**config.mk**
```make
export PLATFORM = sky130hd
export DESIGN_NAME = pipe_exc_ctrl
export DESIGN_NICKNAME = d
export VERILOG_FILES = /design/src/rtl/pipe_exc_ctrl.sv
export SDC_FILE = /design/constraint.sdc
export NUM_CORES = 1
export LEC_CHECK = 0
export CAP_MARGIN = 20
export CORE_ASPECT_RATIO = 0.75
export CORE_MARGIN = 4
export CORE_UTILIZATION = 36
export DETAILED_ROUTE_END_ITERATION = 16
export PLACE_DENSITY = 0.83
export SYNTH_ARGS = -nofsm -noshare
export SYNTH_HDL_FRONTEND = slang
export SYNTH_SLANG_ARGS = --single-unit
```
**constraint.sdc**
```tcl
create_clock -name clock -period 3.55 [get_ports clock]
set_input_delay 1.065 -clock clock [delete_from_list [all_inputs] [get_ports clock]]
set_output_delay 1.065 -clock clock [all_outputs]
set_load 0.01 [all_outputs]
```
**src/rtl/pipe_exc_ctrl.sv**
```systemverilog
// Exception/eret sequencer: prioritises WB-stage exceptions and interrupts, flushes the pipe,
// then redirects the PC. Build macro PIPE_EXC_INT_EN enables external-interrupt sampling.
module pipe_exc_ctrl #(
  parameter logic [31:0] EXC_VECTOR   = 32'h0000_F000,
  parameter int          FLUSH_CYCLES = 2
) (
  input  logic        clock,
  input  logic        reset,
  input  logic        WB_Overflow,
  input  logic        WB_Divide_zero,
  input  logic        WB_Syscall,
  input  logic        WB_Break,
  input  logic        WB_Reserved_instruction,
  input  logic        WB_Eret,
  input  logic [31:0] WB_PC,
  input  logic [31:0] WB_opcplus4,
  input  logic [5:0]  ext_int,
  input  logic        int_enable,
  input  logic [31:0] epc_in,
  output logic        wb_kill,
  output logic        flush_all,
  output logic        stall_pc,
  output logic        pc_redirect,
  output logic [31:0] redirect_target,
  output logic        cp0_epc_we,
  output logic [31:0] epc_out,
  output logic [4:0]  cause_code,
  output logic        exl,
  output logic        busy,
  output logic [1:0]  fsm_state
);

  localparam logic [1:0] S_IDLE     = 2'd0;
  localparam logic [1:0] S_FLUSH    = 2'd1;
  localparam logic [1:0] S_REDIRECT = 2'd2;
  localparam logic [2:0] FLUSH_LAST = 3'(FLUSH_CYCLES - 1);

  logic [1:0] state;
  logic [2:0] cnt;
  logic       is_exc;
  logic       int_req;
  logic       sync_exc;
  logic [4:0] sync_code;

`ifdef PIPE_EXC_INT_EN
  // Interrupts are masked while already at exception level.
  assign int_req = int_enable & (|ext_int) & ~exl;
`else
  logic unused_int_inputs;
  assign int_req           = 1'b0;
  assign unused_int_inputs = ^{ext_int, int_enable, WB_opcplus4};
`endif

  assign sync_exc = WB_Overflow | WB_Divide_zero | WB_Syscall | WB_Break | WB_Reserved_instruction;

  always_comb begin
    sync_code = 5'd0;
    if (WB_Reserved_instruction) sync_code = 5'd10;
    else if (WB_Overflow)        sync_code = 5'd12;
    else if (WB_Divide_zero)     sync_code = 5'd13;
    else if (WB_Syscall)         sync_code = 5'd8;
    else if (WB_Break)           sync_code = 5'd9;
  end

  always_ff @(posedge clock) begin
    if (reset) begin
      state           <= S_IDLE;
      cnt             <= 3'd0;
      is_exc          <= 1'b0;
      exl             <= 1'b0;
      redirect_target <= 32'd0;
      epc_out         <= 32'd0;
      cause_code      <= 5'd0;
    end else begin
      case (state)
        S_IDLE: begin
          cnt <= 3'd0;
          if (int_req) begin
            cause_code      <= 5'd0;
            epc_out         <= WB_opcplus4;
            redirect_target <= EXC_VECTOR;
            is_exc          <= 1'b1;
            state           <= S_FLUSH;
          end else if (sync_exc) begin
            cause_code      <= sync_code;
            epc_out         <= WB_PC;
            redirect_target <= EXC_VECTOR;
            is_exc          <= 1'b1;
            state           <= S_FLUSH;
          end else if (WB_Eret) begin
            // Eret carries no cause; cause_code/epc_out keep their last values.
            redirect_target <= epc_in;
            is_exc          <= 1'b0;
            state           <= S_FLUSH;
          end
        end
        S_FLUSH: begin
          cnt <= cnt + 3'd1;
          if (cnt == FLUSH_LAST) state <= S_REDIRECT;
        end
        S_REDIRECT: begin
          exl   <= is_exc;
          state <= S_IDLE;
        end
        default: state <= S_IDLE;
      endcase
    end
  end

  // exl only changes on leaving REDIRECT, so here it still holds its value at sequence entry.
  assign cp0_epc_we  = (state == S_REDIRECT) & is_exc & ~exl;
  assign wb_kill     = (state == S_IDLE) & sync_exc;
  assign flush_all   = (state == S_FLUSH) | (state == S_REDIRECT);
  assign stall_pc    = (state == S_FLUSH);
  assign pc_redirect = (state == S_REDIRECT);
  assign busy        = (state != S_IDLE);
  assign fsm_state   = state;

endmodule
```
Word-level counts from Yosys, hierarchy flattened
Index checks and enable logic that the tools add are counted.
{"block": "op_classes", "add_sub_neg": 1, "n_eq_ne": 5, "mux": 14, "n_bitwise": 9, "n_reduce_logical": 7}
{"operator": "$mux 32", "count": 2}
{"operator": "$mux 5", "count": 4}
{"operator": "$mux 2", "count": 3}
{"operator": "$pmux 3 s2", "count": 1}
{"operator": "$reduce_and 2->1", "count": 3}
{"operator": "$reduce_bool 2->1", "count": 3}
{"operator": "$or 1x1->1", "count": 5}
{"operator": "$mux 4", "count": 1}
{"operator": "$pmux 2 s2", "count": 1}
{"operator": "$add 3x1->3 const B", "count": 1}
{"operator": "$and 1x1->1", "count": 3}
{"operator": "$eq 3x1->1 const B", "count": 1}
{"operator": "$ne 3x3->1 const B", "count": 1}
{"operator": "$eq 2x1->1 const B", "count": 1}
{"operator": "$eq 2x2->1 const B", "count": 1}
{"operator": "$logic_not 2->1", "count": 1}
{"operator": "$mux 1", "count": 2}
{"operator": "$ne 2x1->1 const B", "count": 1}
{"operator": "$not 1->1", "count": 1}
{"block": "word_totals", "reg_bits": 76, "output_inout_bits": 78, "elab_cells": 43}

Logic depth before layout (Yosys ltp)
{"block": "depth", "depth_word": 6, "ltp_mapped": 8, "ltp_nobuf": 6}

Least setup slack after synthesis
Ideal clock, no wire load.
{"block": "synth_timing", "path_kind": "in2out", "from": "input WB_Syscall", "to": "output wb_kill", "t_arrival_ps": 2067, "path_slack_ps": 418, "path_stages": 5, "path_buffers": 2, "path_cell_list": "or3_4 -> o31ai_2 -> buf_4 -> inv_2 -> buf_2"}
{"block": "synth_via", "elab_chain_len": 4}
{"item": "start, declared", "line": "11", "source": "input logic WB_Syscall,"}
{"item": "$or 1x1->1 (3 in a row)", "line": "54", "source": "assign sync_exc = WB_Overflow | WB_Divide_zero | WB_Syscall | WB_Break | WB_Reserved_instruction;"}
{"item": "$and 1x1->1", "line": "112", "source": "assign wb_kill = (state == S_IDLE) & sync_exc;"}
{"item": "end, declared", "line": "20", "source": "output logic wb_kill,"}
Every way passes these cells.

Worst setup path after layout
Ends and elaborated chain as after synthesis.

==> impl_metrics.yaml <==
die:
  fp-row-count: 28
  die-area_um2: 9620
  io_pins: 189
  die_h_um: 85.95
  start_util_pct: 37.00
  fp.coreArea_um2: 7883
  dieWidth_um: 111.9
global_route:
  grt_remaining_overflow: 0
  antenna_found_initial: 0
  met3_usage_pct: 6.559
  grt_use_met2_pct: 26.99
  grtUsageTotal_pct: 16.62
  busiest_layer: "met2"
  use_met1_pct: 21.12
  grt_max_degree: 43
  grt_pass1_vias: 2656
  grt_pass1_wl_um: 13080
power:
  p_total_mw: 3.083
  p_leak_nw: 1.762
  comb_power_share_pct: 37.2
  p_per_area_nw_per_um2: 644.8
  p_sw_mw: 1.005
  clkPwrFrac_pct: 28.4
  p_int_mw: 2.077
  peakVddDrop_v: 0.0003760
  p_seq_share_pct: 34.4
  netSwitchingFraction_pct: 32.60
clocking:
  cts_buffers: 9
  clk_pin_slew_ps: 80
  cts.htree.levels: 3
  cts_root_buffer: "clkbuf_8"
  ctsHoldBuffers: 0
  clock_path_buffers: 2
  clock-sinks: 75
  clkLatencyLatePin_ps: 340
  cts_tree: "done"
  post_cts_buffers: 0
timing:
  final-setup-viol-count: 0
  finalCritPeriodShare_pct: 96.41
  hold_violations: 0
  rsz0062_at_grt: "no"
  worst_slack_ps: 127.6
  skew_ps: 6.505
  period_needed_ps: 3422
  max_freq_ghz: 0.2922
  slew_violations: 0
critical_path:
  arrival_ps: 2360
  critPathLaunchType: "input pin"
  cpPeakStageDelay_ps: 440
  slowest_stage: "clkdlybuf4s50_1"
  path_cells: "clkdlybuf4s50_1 -> or3_4 -> o31ai_4 -> inv_2 -> clkbuf_2"
  crit_fanout: 2
  end_kind: "output port"
  worstPathRequired_ps: 2480
  criticalPathCategory: "input pin to output port"
final_layout:
  final_util_pct: 60.65
  num_antenna_cells: 0
  layout.nets: 582
  fillers: 707
  areaGrowthSynthToFinish_pct: 63.92
  drive_gt1_share_pct: 15.74
  final_area_um2: 4781
yosys:
  synth_cell_types: 32
  avgSynthCellArea_um2: 9.259
  ys_warn_count: 0
  yosys.area.top_type_share_pct: 51.48
  async_reset_ff_share_pct: 0
  ys_seq_elements: 75
  syn_inst: 315
  synthFlopType: "dfxtp_1"
  syn-num-nets: 432
  synth_edf_count: 0
  netlist_top_cells_area: "dfxtp_1 51%, nand2_1 8.8%, a22oi_2 8.6%"
  synth_common_cells: "75 x dfxtp_1, 68 x nand2_1, 40 x a21oi_1"
  syn_area_um2: 2917
  ys_seq_area_share_pct: 51.48
  yosysMostFrequentCell: "dfxtp_1"
  yosysTopAreaCell: "dfxtp_1"
detailed_routing:
  vias: 2661
  ant_nets: 0
  wire_per_inst_um: 13.91
  routed_wl_um: 7996
  route.detailed.drc: 0
  drt_iter0_markers: 91
  viasPerCell: 4.628
  first_pass_iters: 4
worst_hold_path:
  hold_class: "register to register"
placed_design:
  globalplace.congestion: 0.7377
  dp_hpwl_um: 5840
  port_buffers: 148
  place_ws_ps: -204.9
  postPlaceCellArea_um2: 4511
outcome:
  outcome: "complete, no violations"
flow_run:
  maxCapViolCount: 0
worst max-delay path, delay by kind of cell:
kind            cells  cell delay [ps]
buf+inv             3              670
simple gates        1              430
compound gates      1              200
flip-flops by register name (all words and copies together) (netlist names):
name,flops
epc_out,32
cause_code,4
cnt,3
exl,1
redirect_target,32
is_exc,1
fsm_state,2
area by class of cell:
| class | count | area (µm²) | area share [%] |
|---|---|---|---|
| flip-flops and latches | 75 | 1501 | 31.41 |
| well taps | 105 | 131.4 | 2.748 |
| repair buffers | 160 | 1574 | 32.92 |
| inverters | 8 | 30.03 | 0.6281 |
| clock buffers | 12 | 155.1 | 3.245 |
| multi-input cells | 211 | 1269 | 26.54 |
| clock inverters | 4 | 120.1 | 2.512 |
layer usage:
layer  routed length [µm]  up-vias
li1                     -     1358
met1                 3487     1207
met2                 3834       88
met3                  613        8
met4                   61        0
met5                    0        -
power groups by stage:
stage / Combinational (mW) / Clock, mW / Sequential, mW
floorplan: 0.575 / 0 / 1.14
global placement: 1.14 / 0 / 1.07
detailed placement: 1.16 / 0 / 1.08
CTS: 1.17 / 0.896 / 1.06
global route: 1.26 / 0.939 / 1.08
finish: 1.15 / 0.876 / 1.06
placed cells by master (no fill, tap or decap), types with 9 or more instances in the layout:
cell type          n
a22oi_2           20
nand2_1           68
clkbuf_8          11
clkdlybuf4s50_1  146
nor2_1            22
dfxtp_1           75
nor2_2            20
buf_4             11
a21oi_1           40
a22oi_1            9
final timing paths:
| path | endpoint | from | cells past startpoint | slack (ps) |
|---|---|---|---|---|
| max | wb_kill | WB_Syscall | 5 | 130 |
| min | epc_out[15] | epc_out[15] | 2 | 460 |
| max reg2reg | cause_code[0] | fsm_state[1] | 6 | 1600 |
| min reg2reg | epc_out[15] | epc_out[15] | 2 | 460 |
kinds of logic after synthesis:
group | count (synthesis) | synth area share (%)
other | 1 | 0.1286
AO/OA/AOI/OAI | 80 | 20.46
flip-flops | 75 | 51.48
adder cells (fa/ha/maj) | 6 | 2.574
AND/OR/NAND/NOR | 122 | 19.35
buffers and inverters | 29 | 5.320
multiplexers | 2 | 0.6864
what timing repair did:
| action | in CTS | in global routing |
|---|---|---|
| endpoints found under the setup margin | 1 | 1 |
| pin swaps | 0 | 0 |
| resized for setup | 2 | 1 |
metrics by stage:
| stage | setup TNS, ps | instances | hold slack, ps |
|---|---|---|---|
| detailed placement | -204.9 | 559 | 447.1 |
| finish | 0 | 575 | 455.1 |
| global placement | -205.5 | 559 | 441.6 |
| floorplan | 0 | 315 | 444.7 |
| CTS | 0 | 575 | 457.7 |
| global route | 0 | 575 | 480.6 |
Power figures use the tool's default switching activity.
==> RTL change: new RTL, same settings <==
The option `PIPE_EXC_INT_EN` is turned on by a define.
--- a/src/rtl/pipe_exc_ctrl.sv
+++ b/src/rtl/pipe_exc_ctrl.sv
@@ -1,5 +1,7 @@
 // Exception/eret sequencer: prioritises WB-stage exceptions and interrupts, flushes the pipe,
 // then redirects the PC. Build macro PIPE_EXC_INT_EN enables external-interrupt sampling.
+`define PIPE_EXC_INT_EN
+
 module pipe_exc_ctrl #(
   parameter logic [31:0] EXC_VECTOR   = 32'h0000_F000,
   parameter int          FLUSH_CYCLES = 2
Check against the original RTL: not equivalent (Yosys sat finds a counterexample within 4 cycles, from zero or initial values and one cycle with reset high).
==> RTL change against the unedited design <==
- synthesized area is 19% higher
- wire length is 56% higher
- largest cell class unchanged
- design area is 22% higher
- non-clock buffer count is 47 higher
- largest power group unchanged
- critical path type unchanged
- register-to-register slack worse by 0.39 ns
- clock skew hardly changed
- critical endpoint unchanged
- highest routed layer unchanged
- power is 6.4% higher
- sequential share of layout area is 5.6 points lower
- worst setup slack worse by 0.093 ns
- sequential cell count stayed put
==> RTL change: results (changes against the unedited design) <==
* Met3 Use GR at 5.320% (-1.2 points)
* Final Non-Filler Cells at 730 (+27%)
* Arrival time of data at the critical path endpoint at 2.45 ns (+0.09 ns)
* Share of final layout cell area taken by non-clock buffers at 35.17% (+2.2 points)
* Setup skew after layout at 0.006866 ns (+0.0003607 ns)
* Number of non-clock buffers in the layout at 207 (+29%)
* Largest cells by area after synthesis: dfxtp_1 43%, nand2_1 9.6%, a311oi_1 8.1%, nor3_1 6.0%, nand4b_1 5.0%
* Post-route met1 wirelength at 5.294 mm (+52%)
* Hold path startpoint: redirect_target[12]$_SDFFE_PP0P_
* Post-Place Worst Slack at -0.3111 ns (-0.1062 ns)
* Distinct cell type count after synthesis at 37 (+16%)
* Largest stage delay on the critical path at 0.58 ns (+0.14 ns)
* Sequential cell area fraction in the yosys report at 43.21% (-8.3 points)
* Result of the run: finished, final reports clean
* Vias per cell at 5.404 (+17%)
* Most numerous cell types in the synthesized netlist: 89 x nand2_1, 75 x dfxtp_1, 42 x nor3_1, 37 x clkbuf_1, 32 x a311oi_1
* Sequential share of cell area at 25.77% (-5.6 points)
* Routing usage on met2 at 34.76% (+7.8 points)
* Leakage power of the design at 2.112 nW (+20%)
* Dpl hpwl at 9.064 mm (+55%)
* Fraction of layout instances using a drive strength above 1 at 7.475% (-8.3 points)
* Avg Cell Area, Syn at 8.253 sq um (-11%)
* Final Power at 3.280 mW (+6.4%)
* Clock network latency to the later pin of the worst-skew pair at 0.32 ns (-0.02 ns)
* Multi-input combinational cell count at 289 (+37%)
* FF-to-FF End: epc_out[31]$_SDFFE_PP0P_
* Switching part of the total at 33.76% (+1.2 points)
* Final weighted congestion of routability-driven global placement at 0.8142 (+10%)
* Register clock-pin slew on the reported worst setup and hold paths at 0.06 ns (-0.02 ns)
* H-tree levels at 3 (unchanged)
* Vias in the first global route at 3,818 (+44%)
* Number of cell instances on the worst register-to-register path at 7 (+1)
* Cell with the most instances after synthesis: nand2_1
* Count of clock buffers in the final design at 10 (-2)
* Sum of routed wire length over all layers at 12.44 mm (+56%)
* Initial DRC count at 227 (+150%)
* Placed instance area at 5528 sq um (+23%)
* Root Buffer Master: clkbuf_16
* Post-CTS Resized at 6 (+4)
* Capture endpoint of the worst hold path: redirect_target[12]$_SDFFE_PP0P_
* Maximum vdd drop at 0.2507 mV (-33%)
* First-pass GRT wire length at 19.37 mm (+48%)
* Critical path's slowest cell: or4_4
* Overall routing resource usage at 21.08% (+4.5 points)
* Length of routed met3 wiring at 1.070 mm (+75%)
* Routed met2 length at 5.849 mm (+53%)
* Net total in the final layout at 714 (+23%)
* Clock-cell share of area at 5.025% (-0.73 points)
* Maximum number of pins on one net before global-route repair at 56 (+30%)
* Post-synth net total at 538 (+25%)
* Count of fill cells added during filler insertion at 795 (+12%)
* Fraction of area in multi-input gates at 30.32% (+3.8 points)
* Non-clock inverter count at 15 (+7)
* Source of the worst register-to-register timing path: fsm_state[1]$_SDFFE_PP0P_
* IO buf count at 187 (+26%)
* Number of core rows at 30 (+7.1%)
* GR Layer Usage met1 at 26.98% (+5.9 points)
## RTL change: worst reg2reg max path, delay by kind of cell (launching register included)
kind,cells,cell delay (ns)
fa+ha+maj,1,0.42
compound gates,2,0.79
simple gates,2,0.33
buf+inv,2,0.36
flops,1,0.32
## RTL change: worst max path at each step
stage | startpoint | endpoint | slack (ns)
final | WB_Reserved_instruction | wb_kill | 0.04
after global routing | WB_Reserved_instruction | wb_kill | 0.002
after CTS | WB_Reserved_instruction | wb_kill | 0.04
after detailed placement | WB_Syscall | wb_kill | -0.31
after global placement | WB_Syscall | wb_kill | -0.26
after floorplan | WB_Syscall | wb_kill | 0.19
## RTL change: logic make-up after synthesis
| group | share of synthesized area, % |
|---|---|
| buffers and inverters | 6.410 |
| other | 0.1079 |
| and+or+nand+nor | 27.62 |
| AOI/OAI and AO/OA | 17.61 |
| adders and majority gates | 2.161 |
| muxes | 2.881 |
| DFF | 43.21 |
